--- src/rtl/bp_me_mem_cmd_arbiter_2to1_if.sv ---
// bp_me_mem_cmd_arbiter_2to1_if
//   Bundles the requester-side and memory-side handshake signals of the
//   2:1 BedRock memory command arbiter.
//   The master modport is the arbiter's view. It drives the memory command and
//   response-routing outputs.
//   The slave modport is the surrounding harness's view. It drives the requester
//   commands, the response yumis and the memory-side inputs.
//   Signals:
//     req_cmd_i        per-requester command, slot i = [i*cmd_width_p +: cmd_width_p]
//     req_cmd_v_i      per-requester command valid
//     req_cmd_ready_o  per-requester command ready
//     req_resp_o       response data, broadcast to both requesters
//     req_resp_v_o     response valid, one-hot to the owning requester
//     req_resp_yumi_i  requester consumes response
//     mem_cmd_o        command to memory
//     mem_cmd_v_o      command valid to memory
//     mem_cmd_ready_i  memory ready for a command
//     mem_resp_i       response from memory
//     mem_resp_v_i     response valid from memory
//     mem_resp_yumi_o  response consumed
interface bp_me_mem_cmd_arbiter_2to1_if #(
  parameter int cmd_width_p  = 128,
  parameter int resp_width_p = 128
);
  logic [2*cmd_width_p-1:0] req_cmd_i;
  logic [1:0]               req_cmd_v_i;
  logic [1:0]               req_cmd_ready_o;
  logic [resp_width_p-1:0]  req_resp_o;
  logic [1:0]               req_resp_v_o;
  logic [1:0]               req_resp_yumi_i;
  logic [cmd_width_p-1:0]   mem_cmd_o;
  logic                     mem_cmd_v_o;
  logic                     mem_cmd_ready_i;
  logic [resp_width_p-1:0]  mem_resp_i;
  logic                     mem_resp_v_i;
  logic                     mem_resp_yumi_o;

  modport master (
    input  req_cmd_i, req_cmd_v_i, req_resp_yumi_i,
    input  mem_cmd_ready_i, mem_resp_i, mem_resp_v_i,
    output req_cmd_ready_o, req_resp_o, req_resp_v_o,
    output mem_cmd_o, mem_cmd_v_o, mem_resp_yumi_o
  );

  modport slave (
    output req_cmd_i, req_cmd_v_i, req_resp_yumi_i,
    output mem_cmd_ready_i, mem_resp_i, mem_resp_v_i,
    input  req_cmd_ready_o, req_resp_o, req_resp_v_o,
    input  mem_cmd_o, mem_cmd_v_o, mem_resp_yumi_o
  );
endinterface

--- src/rtl/bp_me_mem_cmd_arbiter_2to1.sv ---
// bp_me_mem_cmd_arbiter_2to1
//   Shares one BedRock memory command/response port between two cache-side
//   requesters. Requester 0 is the I$ UCE and requester 1 is the D$/aux UCE.
//   Commands are arbitrated round-robin, and a grant is held until memory accepts it.
//   Responses come back in command order. A requester-ID FIFO routes each one to
//   the requester that issued the matching command.
//   Ports:
//     clk_i    clock, rising edge
//     reset_i  asynchronous active-high reset
//     bus      handshake bundle, using the master modport
//     err_o    sticky protocol error, cleared only by reset
module bp_me_mem_cmd_arbiter_2to1 #(
  parameter int cmd_width_p       = 128,
  parameter int resp_width_p      = 128,
  parameter int max_outstanding_p = 4
) (
  input  logic clk_i,
  input  logic reset_i,
  bp_me_mem_cmd_arbiter_2to1_if.master bus,
  output logic err_o
);

  localparam int CntW = $clog2(max_outstanding_p + 1);
  localparam int PtrW = (max_outstanding_p > 1) ? $clog2(max_outstanding_p) : 1;
  localparam logic [CntW-1:0] MaxCnt  = CntW'(max_outstanding_p);
  localparam logic [PtrW-1:0] LastPtr = PtrW'(max_outstanding_p - 1);

  typedef enum logic {StArb, StHold} arbState_e;

  arbState_e       r_state;
  logic            r_grant;
  logic            r_lastGrant;
  logic            r_fifo [max_outstanding_p];
  logic [PtrW-1:0] r_rdPtr;
  logic [PtrW-1:0] r_wrPtr;
  logic [CntW-1:0] r_count;
  logic            r_err;

  logic            w_full;
  logic            w_empty;
  logic            w_other;
  logic            w_arbGrant;
  logic            w_arbActive;
  logic            w_holdActive;
  logic            w_grant;
  logic            w_cmdV;
  logic [1:0]      w_cmdReady;
  logic            w_accept;
  logic            w_head;
  logic            w_respV;
  logic [1:0]      w_respVec;
  logic            w_pop;
  logic            w_errEvent;

  assign w_full  = (r_count == MaxCnt);
  assign w_empty = (r_count == '0);

  // Round-robin choice: prefer the requester that was not granted last time.
  // Fall back to the one that is valid.
  assign w_other    = ~r_lastGrant;
  assign w_arbGrant = bus.req_cmd_v_i[w_other] ? w_other : r_lastGrant;

  // A new grant is offered only from ARB with a free slot. The slot count is
  // the registered value, so a pop in this cycle does not free a slot until
  // the next cycle.
  assign w_arbActive  = (r_state == StArb) && !w_full && (|bus.req_cmd_v_i);
  assign w_holdActive = (r_state == StHold);
  assign w_grant      = w_holdActive ? r_grant : w_arbGrant;
  assign w_cmdV       = w_holdActive ? bus.req_cmd_v_i[r_grant] : w_arbActive;
  assign w_accept     = w_cmdV && bus.mem_cmd_ready_i;

  // Only the granted requester sees memory's ready.
  always_comb begin
    w_cmdReady = 2'b00;
    if (w_holdActive || w_arbActive) begin
      w_cmdReady[w_grant] = bus.mem_cmd_ready_i;
    end
  end

  // The command path is purely combinational, so an accept adds no latency.
  // All handshake outputs are forced low while reset is held.
  assign bus.mem_cmd_o       = w_grant ? bus.req_cmd_i[cmd_width_p +: cmd_width_p]
                                       : bus.req_cmd_i[0 +: cmd_width_p];
  assign bus.mem_cmd_v_o     = w_cmdV && !reset_i;
  assign bus.req_cmd_ready_o = reset_i ? 2'b00 : w_cmdReady;

  // Responses arrive in command order, so the FIFO head names the owner.
  assign w_head    = r_fifo[r_rdPtr];
  assign w_respV   = bus.mem_resp_v_i && !w_empty;
  assign w_respVec = w_respV ? (w_head ? 2'b10 : 2'b01) : 2'b00;
  assign w_pop     = w_respV && bus.req_resp_yumi_i[w_head];

  assign bus.req_resp_o      = bus.mem_resp_i;
  assign bus.req_resp_v_o    = reset_i ? 2'b00 : w_respVec;
  assign bus.mem_resp_yumi_o = w_pop && !reset_i;

  // Protocol errors are a response with nothing outstanding, or a yumi from a
  // requester that is not being offered a response.
  assign w_errEvent = (bus.mem_resp_v_i && w_empty) ||
                      (|(bus.req_resp_yumi_i & ~w_respVec));

  assign err_o = r_err;

  // Arbiter FSM, the ID FIFO and the outstanding counter.
  // Reset drops every pending command and ID.
  always_ff @(posedge clk_i or posedge reset_i) begin
    if (reset_i) begin
      r_state     <= StArb;
      r_grant     <= 1'b0;
      r_lastGrant <= 1'b1;
      r_rdPtr     <= '0;
      r_wrPtr     <= '0;
      r_count     <= '0;
      r_err       <= 1'b0;
      for (int i = 0; i < max_outstanding_p; i++) begin
        r_fifo[i] <= 1'b0;
      end
    end else begin
      unique case (r_state)
        StArb: begin
          if (w_arbActive) begin
            if (bus.mem_cmd_ready_i) begin
              r_lastGrant <= w_arbGrant;
            end else begin
              r_grant <= w_arbGrant;
              r_state <= StHold;
            end
          end
        end
        StHold: begin
          if (w_accept) begin
            r_lastGrant <= r_grant;
            r_state     <= StArb;
          end
        end
        default: r_state <= StArb;
      endcase

      if (w_accept) begin
        r_fifo[r_wrPtr] <= w_grant;
        r_wrPtr         <= (r_wrPtr == LastPtr) ? '0 : r_wrPtr + PtrW'(1);
      end

      if (w_pop) begin
        r_rdPtr <= (r_rdPtr == LastPtr) ? '0 : r_rdPtr + PtrW'(1);
      end

      unique case ({w_accept, w_pop})
        2'b10:   r_count <= r_count + CntW'(1);
        2'b01:   r_count <= r_count - CntW'(1);
        default: r_count <= r_count;
      endcase

      if (w_errEvent) begin
        r_err <= 1'b1;
      end
    end
  end

endmodule
--- src/flat_wrapper.sv ---
// flat-port wrapper written by rule: the top's interface ports become plain ports
module bp_me_mem_cmd_arbiter_2to1_flat 
#(
  parameter int cmd_width_p       = 128,
  parameter int resp_width_p      = 128,
  parameter int max_outstanding_p = 4
)
  (clk_i, reset_i, err_o, bus_req_cmd_i, bus_req_cmd_v_i, bus_req_resp_yumi_i, bus_mem_cmd_ready_i, bus_mem_resp_i, bus_mem_resp_v_i, bus_req_cmd_ready_o, bus_req_resp_o, bus_req_resp_v_o, bus_mem_cmd_o, bus_mem_cmd_v_o, bus_mem_resp_yumi_o);
  bp_me_mem_cmd_arbiter_2to1_if #(.cmd_width_p(cmd_width_p), .resp_width_p(resp_width_p)) bus_i ();
  input  logic clk_i;
  input  logic reset_i;
  output logic err_o;
  input wire logic [$bits(bus_i.req_cmd_i)-1:0] bus_req_cmd_i;
  input wire logic [$bits(bus_i.req_cmd_v_i)-1:0] bus_req_cmd_v_i;
  input wire logic [$bits(bus_i.req_resp_yumi_i)-1:0] bus_req_resp_yumi_i;
  input wire logic [$bits(bus_i.mem_cmd_ready_i)-1:0] bus_mem_cmd_ready_i;
  input wire logic [$bits(bus_i.mem_resp_i)-1:0] bus_mem_resp_i;
  input wire logic [$bits(bus_i.mem_resp_v_i)-1:0] bus_mem_resp_v_i;
  output wire logic [$bits(bus_i.req_cmd_ready_o)-1:0] bus_req_cmd_ready_o;
  output wire logic [$bits(bus_i.req_resp_o)-1:0] bus_req_resp_o;
  output wire logic [$bits(bus_i.req_resp_v_o)-1:0] bus_req_resp_v_o;
  output wire logic [$bits(bus_i.mem_cmd_o)-1:0] bus_mem_cmd_o;
  output wire logic [$bits(bus_i.mem_cmd_v_o)-1:0] bus_mem_cmd_v_o;
  output wire logic [$bits(bus_i.mem_resp_yumi_o)-1:0] bus_mem_resp_yumi_o;
  assign bus_i.req_cmd_i = bus_req_cmd_i;
  assign bus_i.req_cmd_v_i = bus_req_cmd_v_i;
  assign bus_i.req_resp_yumi_i = bus_req_resp_yumi_i;
  assign bus_i.mem_cmd_ready_i = bus_mem_cmd_ready_i;
  assign bus_i.mem_resp_i = bus_mem_resp_i;
  assign bus_i.mem_resp_v_i = bus_mem_resp_v_i;
  assign bus_req_cmd_ready_o = bus_i.req_cmd_ready_o;
  assign bus_req_resp_o = bus_i.req_resp_o;
  assign bus_req_resp_v_o = bus_i.req_resp_v_o;
  assign bus_mem_cmd_o = bus_i.mem_cmd_o;
  assign bus_mem_cmd_v_o = bus_i.mem_cmd_v_o;
  assign bus_mem_resp_yumi_o = bus_i.mem_resp_yumi_o;
  bp_me_mem_cmd_arbiter_2to1 #(.cmd_width_p(cmd_width_p), .resp_width_p(resp_width_p), .max_outstanding_p(max_outstanding_p)) u_core (.clk_i(clk_i), .reset_i(reset_i), .bus(bus_i), .err_o(err_o));
endmodule
--- config.mk ---
export PLATFORM = sky130hd
export DESIGN_NAME = bp_me_mem_cmd_arbiter_2to1_flat
export DESIGN_NICKNAME = d
export VERILOG_FILES = /design/src/rtl/bp_me_mem_cmd_arbiter_2to1_if.sv /design/src/rtl/bp_me_mem_cmd_arbiter_2to1.sv /design/src/flat_wrapper.sv
export SDC_FILE = /design/constraint.sdc
export NUM_CORES = 1
export LEC_CHECK = 0
export BUFFER_PORTS_ARGS = -buffer_cell sky130_fd_sc_hd__buf_2
export CORE_AREA = 4 4 256 258
export CTS_CLUSTER_SIZE = 16
export DETAILED_ROUTE_END_ITERATION = 8
export DIE_AREA = 0 0 260 262
export PLACE_DENSITY_LB_ADDON = 0.08
export SLEW_MARGIN = 30
export SYNTH_ARGS = -nofsm -noshare
export SYNTH_HDL_FRONTEND = slang
export SYNTH_SLANG_ARGS = --single-unit
--- constraint.sdc ---
create_clock -name clk_i -period 6.24 [get_ports clk_i]
set_clock_uncertainty 0.15 [all_clocks]
set_input_delay 1.248 -clock clk_i [delete_from_list [all_inputs] [get_ports clk_i]]
set_output_delay 1.248 -clock clk_i [all_outputs]
set_load 0.005 [all_outputs]
Yosys cells after proc, flatten, opt, wreduce, memory -nomap -nowiden
Cells that the tools add are included.

word-level totals
  bits in registers = 15
  word-level logic and storage cells = 94
  bits of input ports = 392

cells by class
  reductions and logical operators = 21
  bitwise operators = 8
  $add $sub $neg = 4
  order comparisons = 8
  mux-type cells = 34
  eq/ne operators = 8

operator list
  operator                                                     count
  2-to-1 mux 128 bit                                           1
  2-to-1 mux 1 bit                                             19
  2-to-1 mux 2 bit                                             7
  logical AND 1 bit                                            10
  less-than comparator 1 x 2 -> 1 bit (second input constant)  4
  == test 2 bit (second input constant)                        3
  greater-or-equal comparator 3 bit (second input constant)    2
  inverter 2 -> 3 bit                                          2
  case mux 3 bit (2 select lines)                              1
  AND reduction 3 bit                                          2
  adder 2 x 1 -> 2 bit (second input constant)                 2
  bitwise AND 2 bit                                            2
  bitwise mux 4 bit                                            1
  != test 2 bit (second input constant)                        2
  case mux 1 bit (2 select lines)                              2
  OR reduction 2 bit                                           2
  adder 3 x 1 -> 3 bit (second input constant)                 1
  == test 3 bit (second input constant)                        1
  logical NOT 1 bit                                            3
  logical NOT 3 bit                                            1
  less-than comparator 3 x 1 -> 1 bit (second input constant)  1
  inverter 1 bit                                               3
  subtractor 3 x 1 -> 3 bit (second input constant)            1
  binary-select mux 1 bit (select 2 bit)                       1
  8 further kinds                                              9

Longest topological paths before layout
Gate-level depths: netlist of run 1.

  word-level depth = 12
  mapped depth = 9
  depth with buffers taken out = 9

Least setup slack after synthesis of run 1
Ideal clock, no wire load.

  path type = input-to-output
  start = input bus_req_cmd_v_i[1]
  end = output bus_mem_cmd_o[74]
  setup slack = 2.498 ns
  arrival time = 2.344 ns
  buffers on the path = 2
  stages on the path = 6
  cell sequence = inv_1 -> mux2i_1 -> mux2i_1 -> buf_2 -> buf_2 -> mux2_1

between the ends
  longest elaborated chain between the ends = 5

ends and longest elaborated chain
  element                                              line                              source
  from (decl)                                          flat_wrapper.sv:14                input wire logic [$bits(bus_i.req_cmd_v_i)-1:0] bus_req_cmd_v_i;
  2-to-1 mux 1 bit (implied by the code) (2 in a row)  bp_me_mem_cmd_arbiter_2to1.sv:61  assign w_arbGrant = bus.req_cmd_v_i[w_other] ? w_other : r_lastGrant;
  2-to-1 mux 1 bit                                     bp_me_mem_cmd_arbiter_2to1.sv:61
  2-to-1 mux 1 bit                                     bp_me_mem_cmd_arbiter_2to1.sv:68  assign w_grant = w_holdActive ? r_grant : w_arbGrant;
  2-to-1 mux 128 bit                                   bp_me_mem_cmd_arbiter_2to1.sv:82  assign bus.mem_cmd_o = w_grant ? bus.req_cmd_i[cmd_width_p +: cmd_width_p]
  to (decl)                                            flat_wrapper.sv:22                output wire logic [$bits(bus_i.mem_cmd_o)-1:0] bus_mem_cmd_o;

Every way passes these cells. The select of a mux whose other input is x is not followed.

Worst setup path after layout of run 1
  start = input bus_req_cmd_v_i[1]
  end = output bus_mem_cmd_o[120]

Same word-level chain as after synthesis.

==> results.json, run 1 <==
{
  "status": "complete, no violations",
  "synth_nets": 746,
  "avgSynthCellArea_um2": 9.67,
  "drt-pass1-iter-count": 4,
  "hold_buffers": 0,
  "synth_most_common_cell": "mux2_1",
  "finalHoldViolations": 0,
  "cts_tree": "done",
  "ys.flop_type": "dfrtp_1",
  "drc": 0,
  "yosys_warnings": 0,
  "worstPathMaxFanout": 70,
  "first_global_vias": 3583,
  "clock_tree.buffer_depth": 2,
  "setup_slack_ps": 1720,
  "max-slew-margin-rel_pct": 55.9,
  "grt_usage_pct": 5.67,
  "placed_cell_area_mm2": 0.00543,
  "netlist_instances": 347,
  "ys_top_cells_by_count": "138 x mux2_1, 128 x buf_4, 14 x buf_2, 14 x dfrtp_1, 7 x inv_1",
  "synthArstFlopShare_pct": 100,
  "antenna_found_initial": 8,
  "hold_class": "reg -> reg",
  "via_count": 3555,
  "place_ws_ps": 1640,
  "crit_required_ps": 4840,
  "worstMarginPinSlew_ps": 647,
  "fill_cells": 7454,
  "row_count": 92,
  "io_pins": 655,
  "nets": 1010,
  "numCtsBuffers": 3,
  "cts_max_level": 1,
  "ant_nets": 0,
  "yosys-top-cells-area": "mux2_1 46%, buf_4 29%, dfrtp_1 10%",
  "seq_area_um2": 377,
  "place_congestion": 0.697,
  "endpoint_kind": "primary output",
  "multi_input_area_mm2": 0.00193,
  "avgRoutedWirePerCell_um": 15.1,
  "crit_type": "in -> out",
  "ys_seq_area_share_pct": 11.2,
  "drive_gt1_share_pct": 67.4,
  "clk_pin_slew_ps": 50,
  "synth_edf_count": 0,
  "clkSinkCount": 15,
  "synth_cell_types": 27,
  "ys_ff_latch": 15,
  "fin_crit_ps": 4520,
  "die_height_um": 262,
  "antenna_cells": 0,
  "via_per_inst": 2.44,
  "crit_path_start_kind": "input pin",
  "holdWs_ps": 343,
  "syn2layout_area_growth_pct": 64.4,
  "die-area_mm2": 0.0681,
  "arrival_ps": 3120,
  "start_util_pct": 5.33,
  "max_freq_mhz": 221,
  "irDropWorstVdd_v": 0.000174,
  "grt_overflow": 0,
  "stdcell_area_mm2": 0.00551,
  "power_density_mw_per_mm2": 298,
  "setup_tns_ps": 0,
  "p_leak_nw": 2.56,
  "synth_top_area_share_pct": 46.3,
  "clk_latency_ps": 250,
  "cts_resized": 0,
  "grt_pass1_wl_mm": 27.8,
  "synth_area_leader_cell": "mux2_1",
  "grt_setup_unrepaired": "false",
  "dr.first_iter.drc_count": 79,
  "finalSetupViolCount": 0,
  "grt_max_degree": 71,
  "finalWirelength_mm": 21.9,
  "die_w_um": 260,
  "cts_root_buf": "clkbuf_16",
  "cts_setup_buffers": 0,
  "synth_area_mm2": 0.00335,
  "timing.max_cap.violations": 0,
  "place_hpwl_mm": 19.7,
  "final-max-slew-violation-count": 0,
  "coreArea_mm2": 0.0630,
  "place.port_buffers": 398,
  "period_share_pct": 72.4
}
==> cells by family (layout without fill, tap and decap cells) <==
logic type,count (synthesis),in the layout,synth area share [%]
AOI/OAI and AO/OA,6,6,1.34
xor gates and xnor gates,3,3,0.783
adders and majority gates,7,7,2.83
buffers and inverters,150,413,31.6
DFF,15,15,11.2
muxes,146,146,49.1
and+or+nand+nor,20,20,3.06
==> metal layers <==
layer  GRT usage [%]  wire, um  share of wire [%]  up-vias
met5               0        57               0.26        -
met3            3.75      3520                 16       24
met2            10.5     11000                 50      327
met4           0.660       170               0.78        8
met1            5.39      7180                 33     1600
li1                -         -                  -     1596
==> registers in the layout (all words and copies together) (netlist names) <==
name                cells
u_core.r_state          1
u_core.r_grant          1
u_core.r_lastGrant      1
u_core.err_o            1
u_core.r_count          3
u_core.r_wrPtr          2
u_core.r_rdPtr          2
u_core.r_fifo           4
==> per-stage QoR <==
stage          std cells  utilization [%]  power [W]
5_1_grt             1456             8.76    0.00180
6_report            1456             8.76    0.00164
2_1_floorplan        347                -   0.000995
3_3_place_gp        1452             8.63    0.00161
3_5_place_dp        1452             8.63    0.00157
4_1_cts             1456             8.76    0.00171
==> worst max-delay path, cell delays in order <==
cell and delay (ps):
buf_2 120, inv_1 50, mux2i_1 120, mux2i_4 540, buf_12 390, mux2_1 430
buf_2 150
==> final timing paths <==
check                                         startpoint                        endpoint  slack, ps  cells after the start
min                         u_core.r_fifo[2]$_DFFE_PP0P_    u_core.r_fifo[2]$_DFFE_PP0P_        340                      1
max                                   bus_req_cmd_v_i[1]              bus_mem_cmd_o[120]       1720                      7
min in group asynchronous                        reset_i        u_core.err_o$_DFFE_PP0P_        900                      3
min reg2reg                 u_core.r_fifo[2]$_DFFE_PP0P_    u_core.r_fifo[2]$_DFFE_PP0P_        340                      1
max reg2reg                u_core.r_rdPtr[1]$_DFFE_PP0P_   u_core.r_count[2]$_DFFE_PP0P_       3370                      9
max in group asynchronous                        reset_i  u_core.r_lastGrant$_DFFE_PP1P_       4770                      3
==> area by class of cell <==
class	instances	share of cell area, %
Clock inverter	1	0.0908
Sequential cell	15	6.83
Timing Repair Buffer	401	37.0
Tap cell	846	19.2
Inverter	8	0.545
Multi-Input combinational cell	182	35.0
Clock buffer	3	1.36
==> cell usage in the layout (no fill, tap or decap), drive strengths merged <==
cell type and count:
a21boi 2, a21oi 1, and2 1, and3 2
buf 401, clkbuf 3, clkinv 1, dfrtp 14
dfstp 1, fa 1, ha 6, inv 8
mux2 139, mux2i 6, mux4 1, nand2 1
nand3 4, nor2 6, nor3 2, nor3b 2
nor4 2, o21ai 1, o21bai 1, o31ai 1
xnor2 1, xor2 2
==> where the power goes <==
part | leakage, nW | switching (W) | internal (W)
logic | 2.35 | 0.000652 | 0.000664
clock network | 0.0409 | 0.0000428 | 0.0000857
registers | 0.174 | 0.0000487 | 0.000149
Note: power is estimated with default switching activity, not from simulation.
==> inputs of run 2 (changes only) <==
--- a/config.mk
+++ b/config.mk
@@ -6,10 +6,10 @@
 export NUM_CORES = 1
 export LEC_CHECK = 0
 export BUFFER_PORTS_ARGS = -buffer_cell sky130_fd_sc_hd__buf_2
-export CORE_AREA = 4 4 256 258
+export CORE_AREA = 4 4 250 252
 export CTS_CLUSTER_SIZE = 16
 export DETAILED_ROUTE_END_ITERATION = 8
-export DIE_AREA = 0 0 260 262
+export DIE_AREA = 0 0 254 256
 export PLACE_DENSITY_LB_ADDON = 0.08
 export SLEW_MARGIN = 30
 export SYNTH_ARGS = -nofsm -noshare
==> constraint.sdc (replaced) <==
create_clock -name clk_i -period 4.51 [get_ports clk_i]
set_clock_uncertainty 0.15 [all_clocks]
set_input_delay 0.902 -clock clk_i [delete_from_list [all_inputs] [get_ports clk_i]]
set_output_delay 0.902 -clock clk_i [all_outputs]
set_load 0.005 [all_outputs]
==> run 2 against run 1 <==
Against the previous run: cell count fell by 4.4%; total power rose by 37%; clock power rose by 41%; register-to-register slack got worse by 1600 ps; routed wire length fell by 8.2%.
==> results.json, run 2 (synthesis results as in run 1) <==
{
  "largest_register_ffs": 4,
  "coreArea_mm2": 0.0601,
  "layout_common_cells": "398 x buf_2, 138 x mux2_1, 14 x dfrtp_1",
  "cpMostUsedCell": "buf_2",
  "cts_resized": 0,
  "setup_slack_ps": 1040,
  "largest_register": "u_core.r_fifo",
  "grt_usage_pct": 5.45,
  "avgRoutedWirePerCell_um": 14.5,
  "reg_top3": "u_core.r_fifo x4, u_core.r_count x3",
  "cts_max_level": 1,
  "clock_tree.buffer_depth": 2,
  "cts_setup_buffers": 0,
  "place_ws_ps": 1030,
  "finalSetupViolCount": 0,
  "cpLargestDelayFamily": "multiplexers",
  "critPathMaxStageDelay_ps": 360,
  "ant_nets": 0,
  "worstPathCellList": "buf_2 > inv_1 > mux2i_1 > mux2i_4 > buf_12 > mux2_1 > buf_2",
  "antenna_cells": 0,
  "place.port_buffers": 398,
  "die_w_um": 254,
  "p_leak_nw": 2.56,
  "timing.max_cap.violations": 0,
  "endpoint_kind": "primary output",
  "hold_class": "reg -> reg",
  "placed_cell_area_mm2": 0.00535,
  "die-area_mm2": 0.0650,
  "arrival_ps": 2420,
  "power_density_mw_per_mm2": 413,
  "clk_pin_slew_ps": 60,
  "syn2layout_area_growth_pct": 62.1,
  "dr.first_iter.drc_count": 64,
  "holdWs_ps": 339,
  "worstMarginPinSlew_ps": 490,
  "mostFrequentLayoutCell": "buf_2",
  "fin_crit_ps": 3470,
  "status": "complete, no violations",
  "finalHoldViolations": 0,
  "finalWirelength_mm": 20.1,
  "period_share_pct": 76.9,
  "final-max-slew-violation-count": 0,
  "via_count": 3569,
  "cts_root_buf": "clkbuf_16",
  "die_height_um": 256,
  "max-slew-margin-rel_pct": 67.3,
  "p_total_w": 0.00224,
  "grt_max_degree": 68,
  "place_hpwl_mm": 18.1,
  "first_global_vias": 3796,
  "drt-pass1-iter-count": 4,
  "grt_overflow": 0,
  "drc": 0,
  "hold_buffers": 0,
  "drive_gt1_share_pct": 67.4,
  "worstPathMaxFanout": 67,
  "setup_tns_ps": 0,
  "via_per_inst": 2.56,
  "irDropWorstVdd_v": 0.000217,
  "crit_type": "in -> out",
  "start_util_pct": 5.58,
  "io_pins": 655,
  "nets": 1010,
  "grt_setup_unrepaired": "false",
  "critPathBufInv": 4,
  "place_congestion": 0.697,
  "cts_tree": "done",
  "clk_latency_ps": 250,
  "crit_path_start_kind": "input pin",
  "clkSinkCount": 15,
  "numCtsBuffers": 3,
  "crit_required_ps": 3460,
  "cp_slowest_cell": "mux2_1",
  "row_count": 90,
  "grt_pass1_wl_mm": 26.3,
  "stdcell_area_mm2": 0.00544,
  "max_freq_mhz": 288,
  "antenna_found_initial": 9
}
-- run 2: worst paths after layout --
kind,to,slack [ps],startpoint,depth (start not counted)
max,bus_mem_cmd_o[113],1040,bus_req_cmd_v_i[1],7
min,u_core.r_fifo[0]$_DFFE_PP0P_,340,u_core.r_fifo[0]$_DFFE_PP0P_,1
max reg2reg,u_core.r_count[2]$_DFFE_PP0P_,1760,u_core.r_rdPtr[1]$_DFFE_PP0P_,9
min reg2reg,u_core.r_fifo[0]$_DFFE_PP0P_,340,u_core.r_fifo[0]$_DFFE_PP0P_,1
max in group asynchronous,u_core.r_lastGrant$_DFFE_PP1P_,3400,reset_i,3
min in group asynchronous,u_core.r_fifo[0]$_DFFE_PP0P_,540,reset_i,3
-- run 2: layout make-up --
| cell class | count | area, um2 |
|---|---|---|
| clock inverters | 1 | 7.51 |
| clock buffers | 3 | 75.1 |
| flip-flops and latches | 15 | 377 |
| repair buffers | 401 | 2040 |
| fillers | 7087 | 54700 |
| multi-input cells | 182 | 1930 |
| well taps | 782 | 978 |
| inverters | 8 | 30.0 |
-- run 2: per-layer routing --
layer  global-route usage [%]  routed length (um)  up-vias  part of all wire (%)
met4                    0.457                 134        4                  0.67
met2                     10.3               10000      371                    50
li1                         -                   -     1594                     -
met5                        0                  22        -                  0.11
met1                     5.52                7110     1580                    35
met3                     2.85                2840       20                    14
-- run 2: stage by stage --
step | util, % | std cells
finish | 9.04 | 1392
global placement | 8.90 | 1388
detailed placement | 8.90 | 1388
global route | 9.04 | 1392
floorplan | - | 347
CTS | 9.04 | 1392
-- run 2: power breakdown --
part	internal [W]	leakage, nW	switching, W
Sequential	0.000206	0.174	0.0000641
Clock	0.000120	0.0371	0.0000628
Combinational	0.000917	2.35	0.000876
Total	0.00124	2.56	0.00100
-- run 2: worst register-to-register path: cells and delay by family, from the launching register on --
kind / cells / cell delay [ps]
flip-flops: 1 / 380
multiplexers: 2 / 760
XOR/XNOR: 2 / 290
AND/OR/NAND/NOR: 2 / 390
buffers and inverters: 1 / 60
adder cells (fa/ha/maj): 2 / 630
==> inputs of run 3 (changes only) <==
==> constraint.sdc (replaced) <==
create_clock -name clk_i -period 3.4 [get_ports clk_i]
set_clock_uncertainty 0.15 [all_clocks]
set_input_delay 0.68 -clock clk_i [delete_from_list [all_inputs] [get_ports clk_i]]
set_output_delay 0.68 -clock clk_i [all_outputs]
set_load 0.005 [all_outputs]
==> run 3 against run 2 <==
Against the previous run: sequential power increased by 33%; register-to-register slack got worse by 1100 ps; hold slack got worse by 0.83 ps; flip-flop and latch count unchanged; count of clock-buffer cells in the layout rose by 1; critical path depth decreased by 1; critical path type is now reg -> out; critical endpoint unchanged.
==> results.json, run 3 (synthesis results as in run 1) <==
{
  "fill_cells": 7084,
  "hold_class": "reg -> reg",
  "first_global_vias": 3901,
  "cts_resized": 0,
  "place.port_buffers": 398,
  "crit_type": "reg -> out",
  "arrival_ps": 2260,
  "worstPathMaxFanout": 32,
  "cts_root_buf": "clkbuf_16",
  "grt_max_degree": 35,
  "p_leak_nw": 2.62,
  "switching_power_w": 0.00137,
  "via_count": 3660,
  "ant_nets": 0,
  "finalSetupViolCount": 0,
  "pwr-share-clk_pct": 7.6,
  "p_seq_share_pct": 11.5,
  "reg2reg_slack_ps": 650,
  "worstHoldPathCells": 1,
  "die_w_um": 254,
  "mostFrequentLayoutCell": "buf_2",
  "fin_cells": 1405,
  "hold_buffers": 0,
  "p_int_w": 0.00176,
  "switching_share_pct": 43.7,
  "numPlacedInstances": 1399,
  "drt-pass1-iter-count": 4,
  "via_per_inst": 2.60,
  "finalWirelength_mm": 20.6,
  "final-max-slew-violation-count": 0,
  "period_share_pct": 91.0,
  "drc": 0,
  "cts_max_level": 1,
  "worstMarginPinSlew_ps": 408,
  "reg2reg_from": "u_core.r_rdPtr[1]$_DFFE_PP0P_",
  "avgRoutedWirePerCell_um": 14.7,
  "grt_pass1_wl_mm": 27.0,
  "crit_required_ps": 2570,
  "clkSinkCount": 15,
  "start_util_pct": 5.58,
  "die_height_um": 256,
  "cts_setup_buffers": 0,
  "grt_overflow": 0,
  "status": "complete, no violations",
  "seq_area_um2": 377,
  "setup_slack_ps": 308,
  "grt_setup_unrepaired": "false",
  "grt_usage_pct": 5.57,
  "clock_tree.buffer_depth": 2,
  "layout_common_cells": "398 x buf_2, 138 x mux2_1, 14 x dfrtp_1",
  "fin_crit_ps": 3090,
  "drive_gt1_share_pct": 67.8,
  "reg_top3": "u_core.r_fifo x4, u_core.r_count x3",
  "largest_register": "u_core.r_fifo",
  "syn2layout_area_growth_pct": 64.9,
  "numCtsBuffers": 3,
  "timing.max_cap.violations": 0,
  "clk_latency_ps": 250,
  "endpoint_kind": "primary output",
  "dr.first_iter.drc_count": 54,
  "multi_input_area_mm2": 0.00193,
  "setup_tns_ps": 0,
  "nets": 1021,
  "finalHoldViolations": 0,
  "cts_tree": "done",
  "p_comb_share_pct": 81.0,
  "hold_end": "u_core.r_fifo[2]$_DFFE_PP0P_",
  "place_hpwl_mm": 18.8,
  "place_ws_ps": 281,
  "crit_path_start_kind": "flip-flop",
  "irDropWorstVdd_v": 0.000251,
  "die-area_mm2": 0.0650,
  "largest_register_ffs": 4,
  "max_freq_mhz": 323,
  "r2r_cells": 9,
  "power_density_mw_per_mm2": 565,
  "place_congestion": 0.672,
  "io_pins": 655,
  "worstHoldStart": "u_core.r_fifo[2]$_DFFE_PP0P_",
  "r2r_end": "u_core.r_count[2]$_DFFE_PP0P_",
  "antenna_found_initial": 10,
  "coreArea_mm2": 0.0601,
  "clk_pin_slew_ps": 50,
  "row_count": 90,
  "max-slew-margin-rel_pct": 72.6
}
[run 3: cell types whose count changed in the layout (fill, tap and decap cells not counted), sizes merged]
cell      change
buf          +11
clkbuf        +1
diode         +2
clkinvlp      -1
[run 3: layout make-up]
cell class | instances | share of cell area (%)
antenna | 2 | 0.0905
clock buffer | 4 | 1.42
inverter | 8 | 0.543
multi-input combinational | 182 | 34.9
sequential | 15 | 6.81
tap | 782 | 17.7
timing repair buffer | 412 | 38.6
[run 3: worst max path at each step]
stage / startpoint / end
floorplan: bus_req_cmd_v_i[1] / bus_mem_cmd_o[74]
global placement: bus_req_cmd_v_i[1] / bus_mem_cmd_o[113]
detailed placement: bus_req_cmd_v_i[1] / bus_mem_cmd_o[113]
CTS: bus_req_cmd_v_i[1] / bus_mem_cmd_o[113]
global route: u_core.r_lastGrant$_DFFE_PP1P_ / bus_mem_cmd_o[113]
finish: u_core.r_lastGrant$_DFFE_PP1P_ / bus_mem_cmd_o[113]
[run 3: power groups by stage]
stage,registers (W),logic (W),clock network (W)
2_1_floorplan,0.000334,0.00149,0
3_3_place_gp,0.000370,0.00269,0
3_5_place_dp,0.000365,0.00262,0
4_1_cts,0.000363,0.00264,0.000251
5_1_grt,0.000375,0.00282,0.000257
6_report,0.000359,0.00253,0.000237
[run 3: through the flow]
step	util, %	hold WS, ps	total power, W	area, um2
floorplan	-	309	0.00183	3350
global placement	9.06	342	0.00306	5450
detailed placement	9.06	338	0.00299	5450
CTS	9.19	351	0.00325	5530
global route	9.19	378	0.00345	5530
finish	9.20	338	0.00313	5530
[run 3: critical path, stage by stage (launching register included)]
cell,delay (ps)
dfstp_2,540
mux2i_1,350
mux2i_4,170
buf_12,190
buf_12,180
mux2_1,390
buf_2,150
[run 3: per-layer routing]
layer  part of all wire, %  wire, um  track usage (%)
met5                  0.15        31                0
met4                  0.61       126            0.427
met3                    15      3020             3.25
met2                    50     10400             10.7
met1                    34      7060             5.28
